==> config.mk <==
export PLATFORM = sky130hd
export DESIGN_NAME = fetch_sequencer_flat
export DESIGN_NICKNAME = d
export VERILOG_FILES = /design/src/rtl/fetch_sequencer_if.sv /design/src/rtl/fetch_sequencer.sv /design/src/flat_wrapper.sv
export SDC_FILE = /design/constraint.sdc
export NUM_CORES = 1
export LEC_CHECK = 0
export CORE_AREA = 2 2 100 102
export CTS_BUF_LIST = sky130_fd_sc_hd__clkbuf_8
export DETAILED_ROUTE_END_ITERATION = 7
export DIE_AREA = 0 0 102 104
export GPL_TIMING_DRIVEN = 0
export MAX_ROUTING_LAYER = met4
export PLACE_DENSITY = 0.95
export SKIP_CTS_REPAIR_TIMING = 1
export SLEW_MARGIN = 20
export SYNTH_ARGS = -nofsm -noshare
export SYNTH_HDL_FRONTEND = slang
export SYNTH_SLANG_ARGS = --single-unit
==> constraint.sdc <==
create_clock -name clk -period 3.79 [get_ports clk]
set_clock_uncertainty 0.1 [all_clocks]
set_input_delay 0.9475 -clock clk [delete_from_list [all_inputs] [get_ports clk]]
set_output_delay 0.9475 -clock clk [all_outputs]
set_load 0.05 [all_outputs]
==> src/rtl/fetch_sequencer_if.sv <==
// fetch_sequencer_if
//   Bundles every non-clock/reset signal of the fetch sequencer: the redirect
//   input from the PC next-address logic, the instruction-memory request and
//   response channels, and the decode-side delivery channel.
//
//   Handshake semantics (all channels, single clock, rising edge):
//     - imem request : a transfer happens in a cycle where imem_req_valid and
//       imem_req_ready are both high. While imem_req_valid is high and ready is
//       low, imem_req_addr is held unless a redirect is taken.
//     - imem response: imem_rsp_valid is a one-cycle pulse carrying
//       imem_rsp_data for the single outstanding request. It has no ready.
//     - decode       : instr/instr_pc are held stable while instr_valid is
//       high. The word is consumed in a cycle where instr_valid is high and
//       stall is low.
//     - redirect     : redirect_valid is a one-cycle command. It takes effect
//       on the next clock edge.
//
//   Modports:
//     master - the fetch sequencer.
//     slave  - the environment: memory, decode and next-PC logic.
`timescale 1ns/1ps

interface fetch_sequencer_if #(
  parameter int PC_Size = 32
);
  logic               redirect_valid;
  logic [PC_Size-1:0] redirect_pc;
  logic               stall;
  logic               imem_req_valid;
  logic               imem_req_ready;
  logic [PC_Size-1:0] imem_req_addr;
  logic               imem_rsp_valid;
  logic [31:0]        imem_rsp_data;
  logic               instr_valid;
  logic [31:0]        instr;
  logic [PC_Size-1:0] instr_pc;
  logic               misalign_trap;

  modport master (
    input  redirect_valid, redirect_pc, stall,
    input  imem_req_ready, imem_rsp_valid, imem_rsp_data,
    output imem_req_valid, imem_req_addr,
    output instr_valid, instr, instr_pc, misalign_trap
  );

  modport slave (
    output redirect_valid, redirect_pc, stall,
    output imem_req_ready, imem_rsp_valid, imem_rsp_data,
    input  imem_req_valid, imem_req_addr,
    input  instr_valid, instr, instr_pc, misalign_trap
  );
endinterface

==> src/rtl/fetch_sequencer.sv <==
// fetch_sequencer
//   Multi-cycle instruction-fetch controller. It owns the architectural PC and
//   keeps at most one instruction-memory request outstanding. Fetched words
//   are presented to decode with their PC. A redirect replaces the PC on the
//   next edge. If a request is already in flight, its response is marked
//   stale through the kill flag and dropped when it returns.
//
//   Ports:
//     clk       - clock, rising edge
//     rst_n     - asynchronous active-low reset
//     bus       - fetch_sequencer_if.master (redirect, imem req/rsp, decode)
//     state_dbg - current FSM state encoding (BOOT=0 REQ=1 WAIT=2
//                 DELIVER=3 HALT=4)
//
//   Parameters:
//     PC_Size      - width of PC and memory address
//     RESET_VECTOR - PC loaded on reset
//
//   Build option:
//     FETCH_SEQUENCER_MISALIGN_TRAP_EN
//       When defined, a taken redirect whose target has nonzero low bits
//       halts fetch and raises a sticky misalign_trap. When undefined, the low
//       two bits of the target are cleared on load and misalign_trap is 0.
`timescale 1ns/1ps

module fetch_sequencer #(
  parameter int                 PC_Size      = 32,
  parameter logic [PC_Size-1:0] RESET_VECTOR = '0
) (
  input  logic                clk,
  input  logic                rst_n,
  fetch_sequencer_if.master   bus,
  output logic [2:0]          state_dbg
);

  localparam logic [31:0] NOP = 32'h0000_0013;

  typedef enum logic [2:0] {
    S_BOOT    = 3'd0,
    S_REQ     = 3'd1,
    S_WAIT    = 3'd2,
    S_DELIVER = 3'd3
`ifdef FETCH_SEQUENCER_MISALIGN_TRAP_EN
    , S_HALT  = 3'd4
`endif
  } state_t;

  state_t             state, state_next;
  logic [PC_Size-1:0] pc, pc_next;
  logic [PC_Size-1:0] redir_tgt;
  logic               kill, kill_next;
  logic               load_instr;
  logic               req_valid_q;
  logic               instr_valid_q;
  logic [31:0]        instr_q;
  logic [PC_Size-1:0] instr_pc_q;

`ifdef FETCH_SEQUENCER_MISALIGN_TRAP_EN
  logic trap_q, trap_next;
  // The faulting target is kept exactly as received.
  assign redir_tgt = bus.redirect_pc;
`else
  // Targets are forced to word alignment.
  assign redir_tgt = bus.redirect_pc & ~PC_Size'(3);
`endif

  // Next-state, next-PC and kill-flag logic.
  always_comb begin
    state_next = state;
    pc_next    = pc;
    kill_next  = kill;
    load_instr = 1'b0;
`ifdef FETCH_SEQUENCER_MISALIGN_TRAP_EN
    trap_next  = trap_q;
`endif

    case (state)
      S_BOOT: begin
        state_next = S_REQ;
        if (bus.redirect_valid) pc_next = redir_tgt;
      end

      S_REQ: begin
        if (bus.imem_req_ready) begin
          state_next = S_WAIT;
          // The request just accepted fetches the old PC. If we redirect in
          // the same cycle, its response must be thrown away.
          if (bus.redirect_valid) begin
            pc_next   = redir_tgt;
            kill_next = 1'b1;
          end
        end else if (bus.redirect_valid) begin
          pc_next = redir_tgt;
        end
      end

      S_WAIT: begin
        if (bus.imem_rsp_valid) begin
          // The response always retires the outstanding request, so the kill
          // flag is cleared whether or not the data is kept.
          kill_next = 1'b0;
          if (bus.redirect_valid) begin
            pc_next    = redir_tgt;
            state_next = S_REQ;
          end else if (kill) begin
            state_next = S_REQ;
          end else begin
            state_next = S_DELIVER;
            load_instr = 1'b1;
          end
        end else if (bus.redirect_valid) begin
          pc_next   = redir_tgt;
          kill_next = 1'b1;
        end
      end

      S_DELIVER: begin
        // A redirect takes priority over stall.
        if (bus.redirect_valid) begin
          pc_next    = redir_tgt;
          state_next = S_REQ;
        end else if (!bus.stall) begin
          pc_next    = pc + PC_Size'(4);
          state_next = S_REQ;
        end
      end

`ifdef FETCH_SEQUENCER_MISALIGN_TRAP_EN
      S_HALT: begin
        state_next = S_HALT;
      end
`endif

      default: begin
        state_next = S_BOOT;
      end
    endcase

`ifdef FETCH_SEQUENCER_MISALIGN_TRAP_EN
    // A misaligned target overrides the normal transition from any live
    // state. The PC keeps the faulting address for inspection.
    if (bus.redirect_valid && (bus.redirect_pc[1:0] != 2'b00) &&
        (state != S_HALT)) begin
      state_next = S_HALT;
      pc_next    = redir_tgt;
      kill_next  = 1'b0;
      load_instr = 1'b0;
      trap_next  = 1'b1;
    end
`endif
  end

  // State, PC and registered outputs. Output flags are computed from the next
  // state so that they line up with the state register without decode logic.
  always_ff @(posedge clk or negedge rst_n) begin
    if (!rst_n) begin
      state         <= S_BOOT;
      pc            <= RESET_VECTOR;
      kill          <= 1'b0;
      req_valid_q   <= 1'b0;
      instr_valid_q <= 1'b0;
      instr_q       <= NOP;
      instr_pc_q    <= RESET_VECTOR;
    end else begin
      state         <= state_next;
      pc            <= pc_next;
      kill          <= kill_next;
      req_valid_q   <= (state_next == S_REQ);
      instr_valid_q <= (state_next == S_DELIVER);
      if (load_instr) begin
        instr_q    <= bus.imem_rsp_data;
        // In WAIT without a redirect, pc still holds the request address.
        instr_pc_q <= pc;
      end
    end
  end

`ifdef FETCH_SEQUENCER_MISALIGN_TRAP_EN
  always_ff @(posedge clk or negedge rst_n) begin
    if (!rst_n) trap_q <= 1'b0;
    else        trap_q <= trap_next;
  end
  assign bus.misalign_trap = trap_q;
`else
  assign bus.misalign_trap = 1'b0;
`endif

  assign bus.imem_req_valid = req_valid_q;
  assign bus.imem_req_addr  = pc;
  assign bus.instr_valid    = instr_valid_q;
  assign bus.instr          = instr_q;
  assign bus.instr_pc       = instr_pc_q;
  assign state_dbg          = state;

endmodule

==> src/flat_wrapper.sv <==
// flat-port wrapper written by rule: the top's interface ports become plain ports
module fetch_sequencer_flat 
#(
  parameter int                 PC_Size      = 32,
  parameter logic [PC_Size-1:0] RESET_VECTOR = '0
)
  (clk, rst_n, state_dbg, bus_redirect_valid, bus_redirect_pc, bus_stall, bus_imem_req_ready, bus_imem_rsp_valid, bus_imem_rsp_data, bus_imem_req_valid, bus_imem_req_addr, bus_instr_valid, bus_instr, bus_instr_pc, bus_misalign_trap);
  fetch_sequencer_if #(.PC_Size(PC_Size)) bus_i ();
  input  logic clk;
  input  logic rst_n;
  output logic [2:0] state_dbg;
  input wire logic [$bits(bus_i.redirect_valid)-1:0] bus_redirect_valid;
  input wire logic [$bits(bus_i.redirect_pc)-1:0] bus_redirect_pc;
  input wire logic [$bits(bus_i.stall)-1:0] bus_stall;
  input wire logic [$bits(bus_i.imem_req_ready)-1:0] bus_imem_req_ready;
  input wire logic [$bits(bus_i.imem_rsp_valid)-1:0] bus_imem_rsp_valid;
  input wire logic [$bits(bus_i.imem_rsp_data)-1:0] bus_imem_rsp_data;
  output wire logic [$bits(bus_i.imem_req_valid)-1:0] bus_imem_req_valid;
  output wire logic [$bits(bus_i.imem_req_addr)-1:0] bus_imem_req_addr;
  output wire logic [$bits(bus_i.instr_valid)-1:0] bus_instr_valid;
  output wire logic [$bits(bus_i.instr)-1:0] bus_instr;
  output wire logic [$bits(bus_i.instr_pc)-1:0] bus_instr_pc;
  output wire logic [$bits(bus_i.misalign_trap)-1:0] bus_misalign_trap;
  assign bus_i.redirect_valid = bus_redirect_valid;
  assign bus_i.redirect_pc = bus_redirect_pc;
  assign bus_i.stall = bus_stall;
  assign bus_i.imem_req_ready = bus_imem_req_ready;
  assign bus_i.imem_rsp_valid = bus_imem_rsp_valid;
  assign bus_i.imem_rsp_data = bus_imem_rsp_data;
  assign bus_imem_req_valid = bus_i.imem_req_valid;
  assign bus_imem_req_addr = bus_i.imem_req_addr;
  assign bus_instr_valid = bus_i.instr_valid;
  assign bus_instr = bus_i.instr;
  assign bus_instr_pc = bus_i.instr_pc;
  assign bus_misalign_trap = bus_i.misalign_trap;
  fetch_sequencer #(.PC_Size(PC_Size), .RESET_VECTOR(RESET_VECTOR)) u_core (.clk(clk), .rst_n(rst_n), .bus(bus_i), .state_dbg(state_dbg));
endmodule
==> qor.csv, run 1 <==
stage,metric,value,unit
status,status,finished clean,
power_and_ir_drop,Power per Cell Area,445,mW/mm2
worst_hold_path,Hold Crit Class,input port to asynchronous set/reset pin,
sta,Slew HR,45.3,%
layout,"commonest non-fill, non-tap cell in the layout",clkdlybuf4s50_1,
route,initial DRC count,345,
synth,adder-cell share of the synthesized area,0.267,%
power_and_ir_drop,worst vdd ir,0.000244,V
floorplanning,CORE AREA,0.00955,mm2
synth,Post-synth ARST share,100,%
layout,"commonest cells after routing, fill and taps aside","clkdlybuf4s50_1, dfrtp_1, mux2_2",
placement,input/output buffers,164,
sta,Fin. Hold Viols,0,
synth,synthesized flop and latch total,98,
floorplanning,FP Rows,36,
synth,largest family of logic cells by synthesized area,multiplexers,
global_routing,vias in the first global route,4442,
setup_path,worst path required time,3.92,ns
placement,Placed Area,0.00654,mm2
synth,"top cells by area, synth","dfrtp_1, mux2_2, a21oi_1, nand2_1, clkbuf_1",
synth,post-synth top area cell,dfrtp_1,
synth,register area share after synthesis,52.5,%
setup_path,startpoint types,input port,
cts,worst skew pair latency,0.37,ns
setup_path,CP Max Fanout,10,
sta,minimum clock period,3.02,ns
cts,Max Buffers Root-to-Sink,2,
setup_path,worst endpoint data arrival time,3.16,ns
route,routed len/inst,19.2,um
cts,CTS Buf Count,9,
synth,Post-Synth Simple-Gate Area,14.4,%
floorplanning,DIE AREA,0.0106,mm2
layout,utilization after layout,70.6,%
setup_path,CP Capture Type,register,
route,"antenna viol nets, final",0,
synth,Synth Area in XOR/XNOR,0,%
route,final WL,14300,um
sta,fin crit share,79.8,%
synth,post-synth top area share,50.8,%
sta,RSZ-0062 raised after global routing,no,
power_and_ir_drop,Tot Pwr,3.00,mW
sta,# setup viols final,0,
route,vias,4406,
layout,layout cell share with drive strength beyond 1,15.9,%
route,number of vias per cell,5.94,
floorplanning,die span in x,102,um
floorplanning,I/O pins,172,
layout,"Design Area, Final",0.00674,mm2
placement,DP HPWL,10600,um
power_and_ir_drop,P_leak,2.80,nW
global_routing,initial antenna violation count,0,
synth,mean area per synthesized cell,11.1,um2
cts,Clock H-tree levels,3,
floorplanning,Initial Util,49.0,%
global_routing,GR Util All Layers,27.8,%
route,TritonRoute pass-1 iters,6,
cts,Root Driver,clkbuf_8,
synth,area fraction in compound gates after synthesis,14.1,%
setup_path,R2R Setup Slk,1.23,ns
global_routing,global-route wire length before repair,22400,um
layout,Antenna Cells,0,
cts,TritonCTS clock tree,done,
run,maxcap violations,0,
floorplanning,die extent in y,104,um
layout,final net count,675,
placement,routability congestion estimate,0.930,
sta,hold slack,0.384,ns
synth,Post-synth EDFFs,0,
global_routing,largest net degree at the start of global routing,56,
synth,Yosys cell types,53,
synth,Synth Cell Area,0.00468,mm2
setup_path,R2R cell count,7,
synth,"Primary FF master, synth",dfrtp_1,
synth,Yosys warnings,0,
synth,post-synthesis cell count,423,
sta,fmax,331,MHz
sta,Slew Limit Fails,0,
layout,P&R area growth vs syn,44.0,%
setup_path,CP Class,input port to register,
route,Residual DRC,0,
synth,mux cell area share after synthesis,14.6,%
cts,clk sinks,98,
sta,TNS Setup,0,ns
global_routing,aggregate global routing overflow,0,
cts,clock-pin transition on the worst setup and hold timing paths,0.09,ns
sta,Worst-Margin Slew,0.813,ns
## where the power goes
part	leakage [nW]	switching, mW	total [mW]	internal, mW
sequential	1.26	0.123	1.29	1.16
clock	0.100	0.369	0.693	0.324
combinational	1.44	0.649	1.02	0.373
## critical path, cell delays in order
cell and delay (ns):
clkdlybuf4s50_1 0.48, and4bb_2 0.40, clkbuf_1 0.52, clkbuf_1 0.41
o31ai_1 0.17, a21oi_1 0.17, a21oi_1 0.05
## final cells by class
type                       instances  area, um2
fill                             710       2810
tap                              133        166
timing repair buffer             165       1670
sequential                        98       2460
clock buffer                      10        138
multi-input combinational        287       2050
buffer                            38        169
clock inverter                     6       66.3
inverter                           5       18.8
## final timing paths
kind,start,to
max in group asynchronous,rst_n,u_core.bus.instr[4]
min in group clk,u_core.bus.instr_pc[17],u_core.bus.instr_pc[17]
worst max register to register,u_core.state_dbg[2],u_core.bus.imem_req_addr[12]
worst max-delay path,bus_redirect_valid,u_core.bus.imem_req_addr[12]
worst min-delay path,rst_n,u_core.bus.instr[18]
worst min register to register,u_core.bus.instr_pc[17],u_core.bus.instr_pc[17]
## layer usage
layer	vias up	part of all wire [%]	global-route usage [%]
li1	1943	-	-
met1	2081	38	33.4
met2	329	48	43.8
met3	53	11	8.60
met4	0	2.6	10.7
met5	-	0	-
## per-stage QoR
| stage | instances | worst slack, ns |
|---|---|---|
| floorplan | 428 | 1.34 |
| global placement | 725 | -1.86 |
| detailed placement | 726 | 0.502 |
| CTS | 742 | 0.886 |
| global route | 742 | 0.694 |
| finish | 742 | 0.766 |
## cells by family after synthesis
group / Yosys count
DFF: 98
and+or+nand+nor: 122
adders and majority gates: 1
other: 1
buffers and inverters: 43
AOI/OAI and AO/OA: 97
muxes: 61
## synth_stat cells, types with 4 or more instances
cell type and count:
or3_1 7, a211oi_1 6, nor2b_1 4, o211ai_1 6, a31oi_1 8, buf_4 5
inv_1 4, clkbuf_1 22, nor2_1 18, nand3_1 16, o32ai_1 9, and3_1 6
buf_1 5, mux2_2 59, nor4_1 5, buf_2 5, nand2_1 24, o21ai_0 16
dfrtp_1 95, a32oi_1 7, nor3_1 8, a21oi_1 23, or4_1 4, nand4_1 10
and4_1 4, a311oi_1 4
## state kept, by name (all words and copies together) (netlist names)
register and flops:
u_core.state_dbg 3, u_core.bus.instr 32, u_core.bus.imem_req_addr 30, u_core.kill 1
u_core.bus.imem_req_valid 1, u_core.bus.instr_pc 30, u_core.bus.instr_valid 1
(Power assumes the default switching activity.)
==> run 2, diff against run 1 <==
Settings changed: CORE_AREA 2 2 100 102 to 2 2 104 106, DIE_AREA 0 0 102 104 to 0 0 106 108, PLACE_DENSITY 0.95 to 0.9.
Clock period 3.79 ns to 2.9 ns, I/O delays scaled along.
==> qor.csv, run 2 (synthesis gave the netlist of run 1 again) <==
stage,metric,value,unit,change
sta,Slew Limit Fails,0,,unchanged
setup_path,R2R Setup Slk,0.39,ns,-0.84 ns
route,Residual DRC,0,,unchanged
placement,input/output buffers,164,,unchanged
layout,"Design Area, Final",0.00675,mm2,+0.13%
layout,P&R area growth vs syn,44.2,%,
sta,RSZ-0062 raised after global routing,no,,
route,vias,4321,,-1.9%
route,initial DRC count,464,,+34%
cts,Max Buffers Root-to-Sink,2,,unchanged
setup_path,worst path required time,3.06,ns,-0.86 ns
floorplanning,CORE AREA,0.0102,mm2,+7.1%
sta,Worst-Margin Slew,0.878,ns,+0.0652 ns
route,"antenna viol nets, final",0,,unchanged
sta,hold slack,0.111,ns,-0.273 ns
sta,Fin. Hold Viols,0,,unchanged
global_routing,GR Util All Layers,25.8,%,-2.0 points
global_routing,vias in the first global route,4395,,-1.1%
layout,"commonest cells after routing, fill and taps aside","clkdlybuf4s50_1, dfrtp_1, mux2_2",,
worst_hold_path,Hold Crit Class,input port to asynchronous set/reset pin,,
global_routing,initial antenna violation count,0,,unchanged
route,TritonRoute pass-1 iters,6,,unchanged
layout,fillers,792,,+12%
cts,worst skew pair latency,0.39,ns,+0.02 ns
layout,"commonest non-fill, non-tap cell in the layout",clkdlybuf4s50_1,,
placement,Placed Area,0.00654,mm2,about the same
floorplanning,Initial Util,45.7,%,-3.3 points
cts,Root Driver,clkbuf_8,,
route,routed len/inst,18.9,um,-2.0%
setup_path,worst endpoint data arrival time,2.89,ns,-0.27 ns
setup_path,CP Capture Type,register,,
layout,final net count,675,,unchanged
setup_path,RR Startpoint,u_core.state_dbg[2],,
setup_path,CP Class,input port to register,,
setup_path,Critical path origin,bus_redirect_valid,,
sta,fin crit share,94.1,%,
setup_path,CP Max Fanout,10,,unchanged
sta,fmax,366,MHz,
run,maxcap violations,0,,unchanged
power_and_ir_drop,Power per Cell Area,587,mW/mm2,+32%
global_routing,largest net degree at the start of global routing,68,,+21%
setup_path,startpoint types,input port,,
floorplanning,die extent in y,108,um,+3.8%
floorplanning,FP Rows,37,,+2.8%
sta,TNS Setup,0,ns,unchanged
power_and_ir_drop,Tot Pwr,3.96,mW,+32%
sta,Slew HR,40.9,%,-4.4 points
global_routing,global-route wire length before repair,22500,um,+0.21%
layout,Antenna Cells,0,,unchanged
placement,DP HPWL,10300,um,-2.6%
cts,clock-pin transition on the worst setup and hold timing paths,0.11,ns,+0.02 ns
floorplanning,I/O pins,172,,unchanged
route,final WL,14000,um,-1.6%
sta,# setup viols final,0,,unchanged
cts,Clock H-tree levels,3,,unchanged
global_routing,aggregate global routing overflow,0,,unchanged
route,number of vias per cell,5.80,,-2.3%
power_and_ir_drop,worst vdd ir,0.000340,V,+39%
layout,layout cell share with drive strength beyond 1,16.1,%,+0.16 points
layout,max reg flops,32,,unchanged
cts,CTS Buf Count,9,,unchanged
status,status,finished clean,,
cts,clk sinks,98,,unchanged
cts,TritonCTS clock tree,done,,
power_and_ir_drop,P_leak,2.80,nW,about the same
floorplanning,DIE AREA,0.0114,mm2,+7.9%
floorplanning,die span in x,106,um,+3.9%
placement,routability congestion estimate,0.913,,-1.8%
sta,minimum clock period,2.73,ns,
==> run 2: worst paths after layout <==
kind | to | cells past startpoint
hold / removal | u_core.bus.instr[11] | 1
setup / recovery | u_core.bus.imem_req_addr[13] | 7
hold reg to reg | u_core.bus.instr_pc[23] | 2
min in group clk | u_core.bus.instr_pc[23] | 2
setup reg to reg | u_core.bus.imem_req_addr[13] | 7
max in group asynchronous | u_core.bus.instr[0] | 2
==> run 2: power breakdown <==
part,switching (mW),internal [mW],leakage (nW)
Clock,0.535,0.415,0.0999
Combinational,0.843,0.487,1.44
Sequential,0.160,1.52,1.26
==> run 2: per-layer routing <==
metal  routed length (um)  GRT usage [%]  vias to the layer above
li1                     -              -                     1943
met1                 5840           32.5                     2063
met2                 6590           40.4                      279
met3                 1290           6.69                       36
met4                  329           9.68                        0
met5                    0              -                        -
==> run 2: area by class of cell <==
| cell class | count | area (um2) | share of cell area [%] |
|---|---|---|---|
| flip-flops and latches | 98 | 2460 | 36.4 |
| inverters | 5 | 18.8 | 0.278 |
| clock buffers | 9 | 124 | 1.84 |
| multi-input cells | 287 | 2050 | 30.4 |
| well taps | 136 | 170 | 2.52 |
| plain buffers | 38 | 169 | 2.50 |
| clock inverters | 7 | 85.1 | 1.26 |
| repair buffers | 165 | 1670 | 24.8 |
==> run 2: worst max-delay path: stages <==
cell and delay, ns:
clkdlybuf4s50_1 0.48, and4bb_2 0.40, clkbuf_1 0.48, clkbuf_1 0.43
o31ai_1 0.15, a21oi_1 0.17, a21oi_1 0.05
==> run 2: per-stage QoR <==
step | cells | setup WS [ns] | util, %
2_1_floorplan | 428 | 0.452 | -
3_3_place_gp | 728 | -2.54 | 63.6
3_5_place_dp | 729 | -0.167 | 63.9
4_1_cts | 745 | 0.217 | 66.0
5_1_grt | 745 | 0.0541 | 66.0
6_report | 745 | 0.170 | 66.0
==> run 3, diff against run 2 <==
Settings changed: ABC_AREA from default to 1, CORE_AREA 2 2 104 106 to 2 2 105 107, DIE_AREA 0 0 106 108 to 0 0 107 109.
==> qor.csv, run 3 <==
stage,metric,value,unit,change
route,final WL,14400,um,+2.3%
setup_path,R2R Setup Slk,0.99,ns,+0.60 ns
floorplanning,DIE AREA,0.0117,mm2,+1.9%
power_and_ir_drop,P_leak,3.15,nW,+12%
placement,input/output buffers,164,,unchanged
global_routing,global-route wire length before repair,23200,um,+3.3%
cts,Max Buffers Root-to-Sink,2,,unchanged
synth,register area share after synthesis,50.5,%,-2.0 points
route,"antenna viol nets, final",0,,unchanged
setup_path,R2R cell count,8,,+1
sta,Worst-Margin Slew,0.588,ns,-0.291 ns
synth,Post-synth ARST share,100,%,unchanged
setup_path,slowest CP cell,clkdlybuf4s50_1,,
synth,Yosys warnings,0,,unchanged
layout,final net count,840,,+24%
placement,Setup Slack @ Placement,0.228,ns,+0.395 ns
layout,P&R area growth vs syn,43.7,%,
synth,post-synth top area cell,dfrtp_1,,
floorplanning,CORE AREA,0.0106,mm2,+3.6%
placement,Placed Area,0.00673,mm2,+2.9%
sta,fmax,384,MHz,+4.8%
synth,"top cells by area, synth","dfrtp_1, nand2_1, mux2_2, nor2_1, o21ai_0",,
setup_path,RR Startpoint,u_core.bus.imem_req_addr[3],,
synth,"Primary FF master, synth",dfrtp_1,,
sta,Slew HR,60.8,%,+20 points
sta,RSZ-0062 raised after global routing,no,,
worst_hold_path,Hold Crit Class,input port to asynchronous set/reset pin,,
power_and_ir_drop,Clk pwr share,24.8,%,+0.8 points
global_routing,aggregate global routing overflow,0,,unchanged
route,Residual DRC,0,,unchanged
cts,TritonCTS clock tree,done,,
layout,Antenna Cells,0,,unchanged
route,TritonRoute pass-1 iters,7,,+1
placement,total instance count after detailed placement,898,,+23%
status,status,finished clean,,
sta,post-route setup slack,0.295,ns,+0.126 ns
cts,worst skew pair latency,0.37,ns,-0.02 ns
cts,CTS Buf Count,9,,unchanged
layout,max reg flops,32,,unchanged
floorplanning,die span in x,107,um,+0.94%
cts,clk sinks,98,,unchanged
floorplanning,FP Rows,38,,+2.7%
run,maxcap violations,0,,unchanged
layout,layout cell share with drive strength beyond 1,11.8,%,-4.3 points
floorplanning,Initial Util,45.9,%,+0.13 points
sta,Slew Limit Fails,0,,unchanged
synth,most frequent cell after synthesis,nand2_1,,
sta,Fin. Hold Viols,0,,unchanged
synth,Post-synth EDFFs,0,,unchanged
layout,"commonest non-fill, non-tap cell in the layout",nand2_1,,
setup_path,FF-to-FF End,u_core.bus.imem_req_addr[14],,
cts,Clock H-tree levels,3,,unchanged
power_and_ir_drop,worst vdd ir,0.000386,V,+13%
sta,# setup viols final,0,,unchanged
setup_path,worst endpoint data arrival time,1.78,ns,-1.11 ns
global_routing,vias in the first global route,4588,,+4.4%
power_and_ir_drop,Net Sw Power,1.80,mW,+17%
route,routed len/inst,15.7,um,-17%
power_and_ir_drop,Tot Pwr,4.52,mW,+14%
layout,fillers,865,,+9.2%
setup_path,Critical Path Sink,bus_imem_req_addr[12],,
synth,Synth Cell Area,0.00486,mm2,+3.9%
setup_path,WP depth,1,,-6
synth,Yosys cell types,32,,-40%
synth,synthesized flop and latch total,98,,unchanged
power_and_ir_drop,Power Internal,2.72,mW,+12%
setup_path,crit-path max cell delay,0.88,ns,+0.40 ns
global_routing,initial antenna violation count,0,,unchanged
cts,Root Driver,clkbuf_8,,
cts,clock-pin transition on the worst setup and hold timing paths,0.10,ns,about the same
synth,post-synth top area share,48.9,%,-1.9 points
floorplanning,I/O pins,172,,unchanged
layout,"commonest cells after routing, fill and taps aside","nand2_1, clkdlybuf4s50_1, dfrtp_1",,
sta,fin crit share,89.8,%,-4.3 points
floorplanning,die extent in y,109,um,+0.93%
power_and_ir_drop,Sw Ratio,39.8,%,+0.96 points
setup_path,CP Max Fanout,6,,-4
setup_path,worst path required time,2.08,ns,-0.98 ns
setup_path,CP bufs+invs,1,,-2
power_and_ir_drop,Power per Cell Area,647,mW/mm2,+10%
layout,"Design Area, Final",0.00699,mm2,+3.5%
power_and_ir_drop,Comb power frac,36.3,%,+2.7 points
route,vias,4715,,+9.1%
setup_path,crit path cell chain,clkdlybuf4s50_1,,
setup_path,CP Capture Type,primary output,,
route,initial DRC count,494,,+6.5%
global_routing,largest net degree at the start of global routing,67,,-1.5%
placement,DP HPWL,11000,um,+7.0%
power_and_ir_drop,Reg power frac,38.9,%,-3.5 points
setup_path,Critical path origin,u_core.bus.imem_req_addr[12],,
layout,Finished Layout Cells,914,,+23%
global_routing,GR Util All Layers,26.7,%,+0.90 points
synth,post-synthesis cell count,588,,+39%
layout,utilization after layout,65.9,%,about the same
placement,routability congestion estimate,0.950,,+4.1%
route,number of vias per cell,5.16,,-11%
setup_path,startpoint types,register,,
synth,mean area per synthesized cell,8.27,um2,-25%
sta,minimum clock period,2.60,ns,-0.126 ns
setup_path,CP Class,register to primary output,,
setup_path,Top delay family on crit path,buffers and inverters,,
synth,Synth top cells by count,"nand2_1, dfrtp_1, nor2_1, inv_1, o21ai_0",,
-- run 3: layout make-up --
type                       instances  area (um2)  area share [%]
buffer                            26         158            2.26
clock buffer                       9         124            1.77
clock inverter                     7         135            1.93
inverter                          43         161            2.31
multi-input combinational        426        2110            30.2
sequential                        98        2460            35.2
tap                              140         175            2.51
timing repair buffer             165        1670            23.9
-- run 3: worst min path at each step --
stage          depth (start not counted)  slack (ns)                    start                      endpoint
5_1_grt                                1        0.14                    rst_n          u_core.bus.instr[24]
3_5_place_dp                           2        0.37  u_core.bus.instr_pc[17]       u_core.bus.instr_pc[17]
4_1_cts                                1        0.13                    rst_n          u_core.bus.instr[26]
2_1_floorplan                          0        0.33                    rst_n  u_core.bus.imem_req_addr[10]
6_report                               1        0.13                    rst_n          u_core.bus.instr[24]
3_3_place_gp                           2        0.37   u_core.bus.instr_pc[6]        u_core.bus.instr_pc[6]
-- run 3: stage by stage --
| step | hold WS, ns | TNS [ns] |
|---|---|---|
| 3_5_place_dp | 0.374 | 0 |
| 2_1_floorplan | 0.329 | 0 |
| 5_1_grt | 0.136 | 0 |
| 3_3_place_gp | 0.365 | -250.87 |
| 4_1_cts | 0.132 | 0 |
| 6_report | 0.125 | 0 |
-- run 3: cells by family after synthesis --
logic type / Yosys count / share of synthesized area [%]
AND/OR/NAND/NOR: 312 / 26.0
flip-flops: 98 / 50.5
buffers and inverters: 69 / 6.56
AO/OA/AOI/OAI: 66 / 6.92
multiplexers: 39 / 9.34
XOR/XNOR: 2 / 0.360
adder cells (fa/ha/maj): 1 / 0.257
other: 1 / 0.0771
-- run 3: power groups by stage --
stage	clock network [mW]	registers (mW)	logic, mW
6_report	1.12	1.76	1.64
3_5_place_dp	0	1.78	1.64
3_3_place_gp	0	1.76	1.61
2_1_floorplan	0	2.40	0.355
4_1_cts	1.13	1.75	1.65
5_1_grt	1.19	1.78	1.73
-- run 3: per-layer routing --
| layer | share of wire (%) | GRT usage [%] | vias to the layer above |
|---|---|---|---|
| li1 | - | - | 2243 |
| met5 | 0 | - | - |
| met4 | 2.1 | 8.44 | 0 |
| met1 | 41 | 33.5 | 2199 |
| met3 | 7.8 | 4.36 | 32 |
| met2 | 49 | 44.6 | 241 |
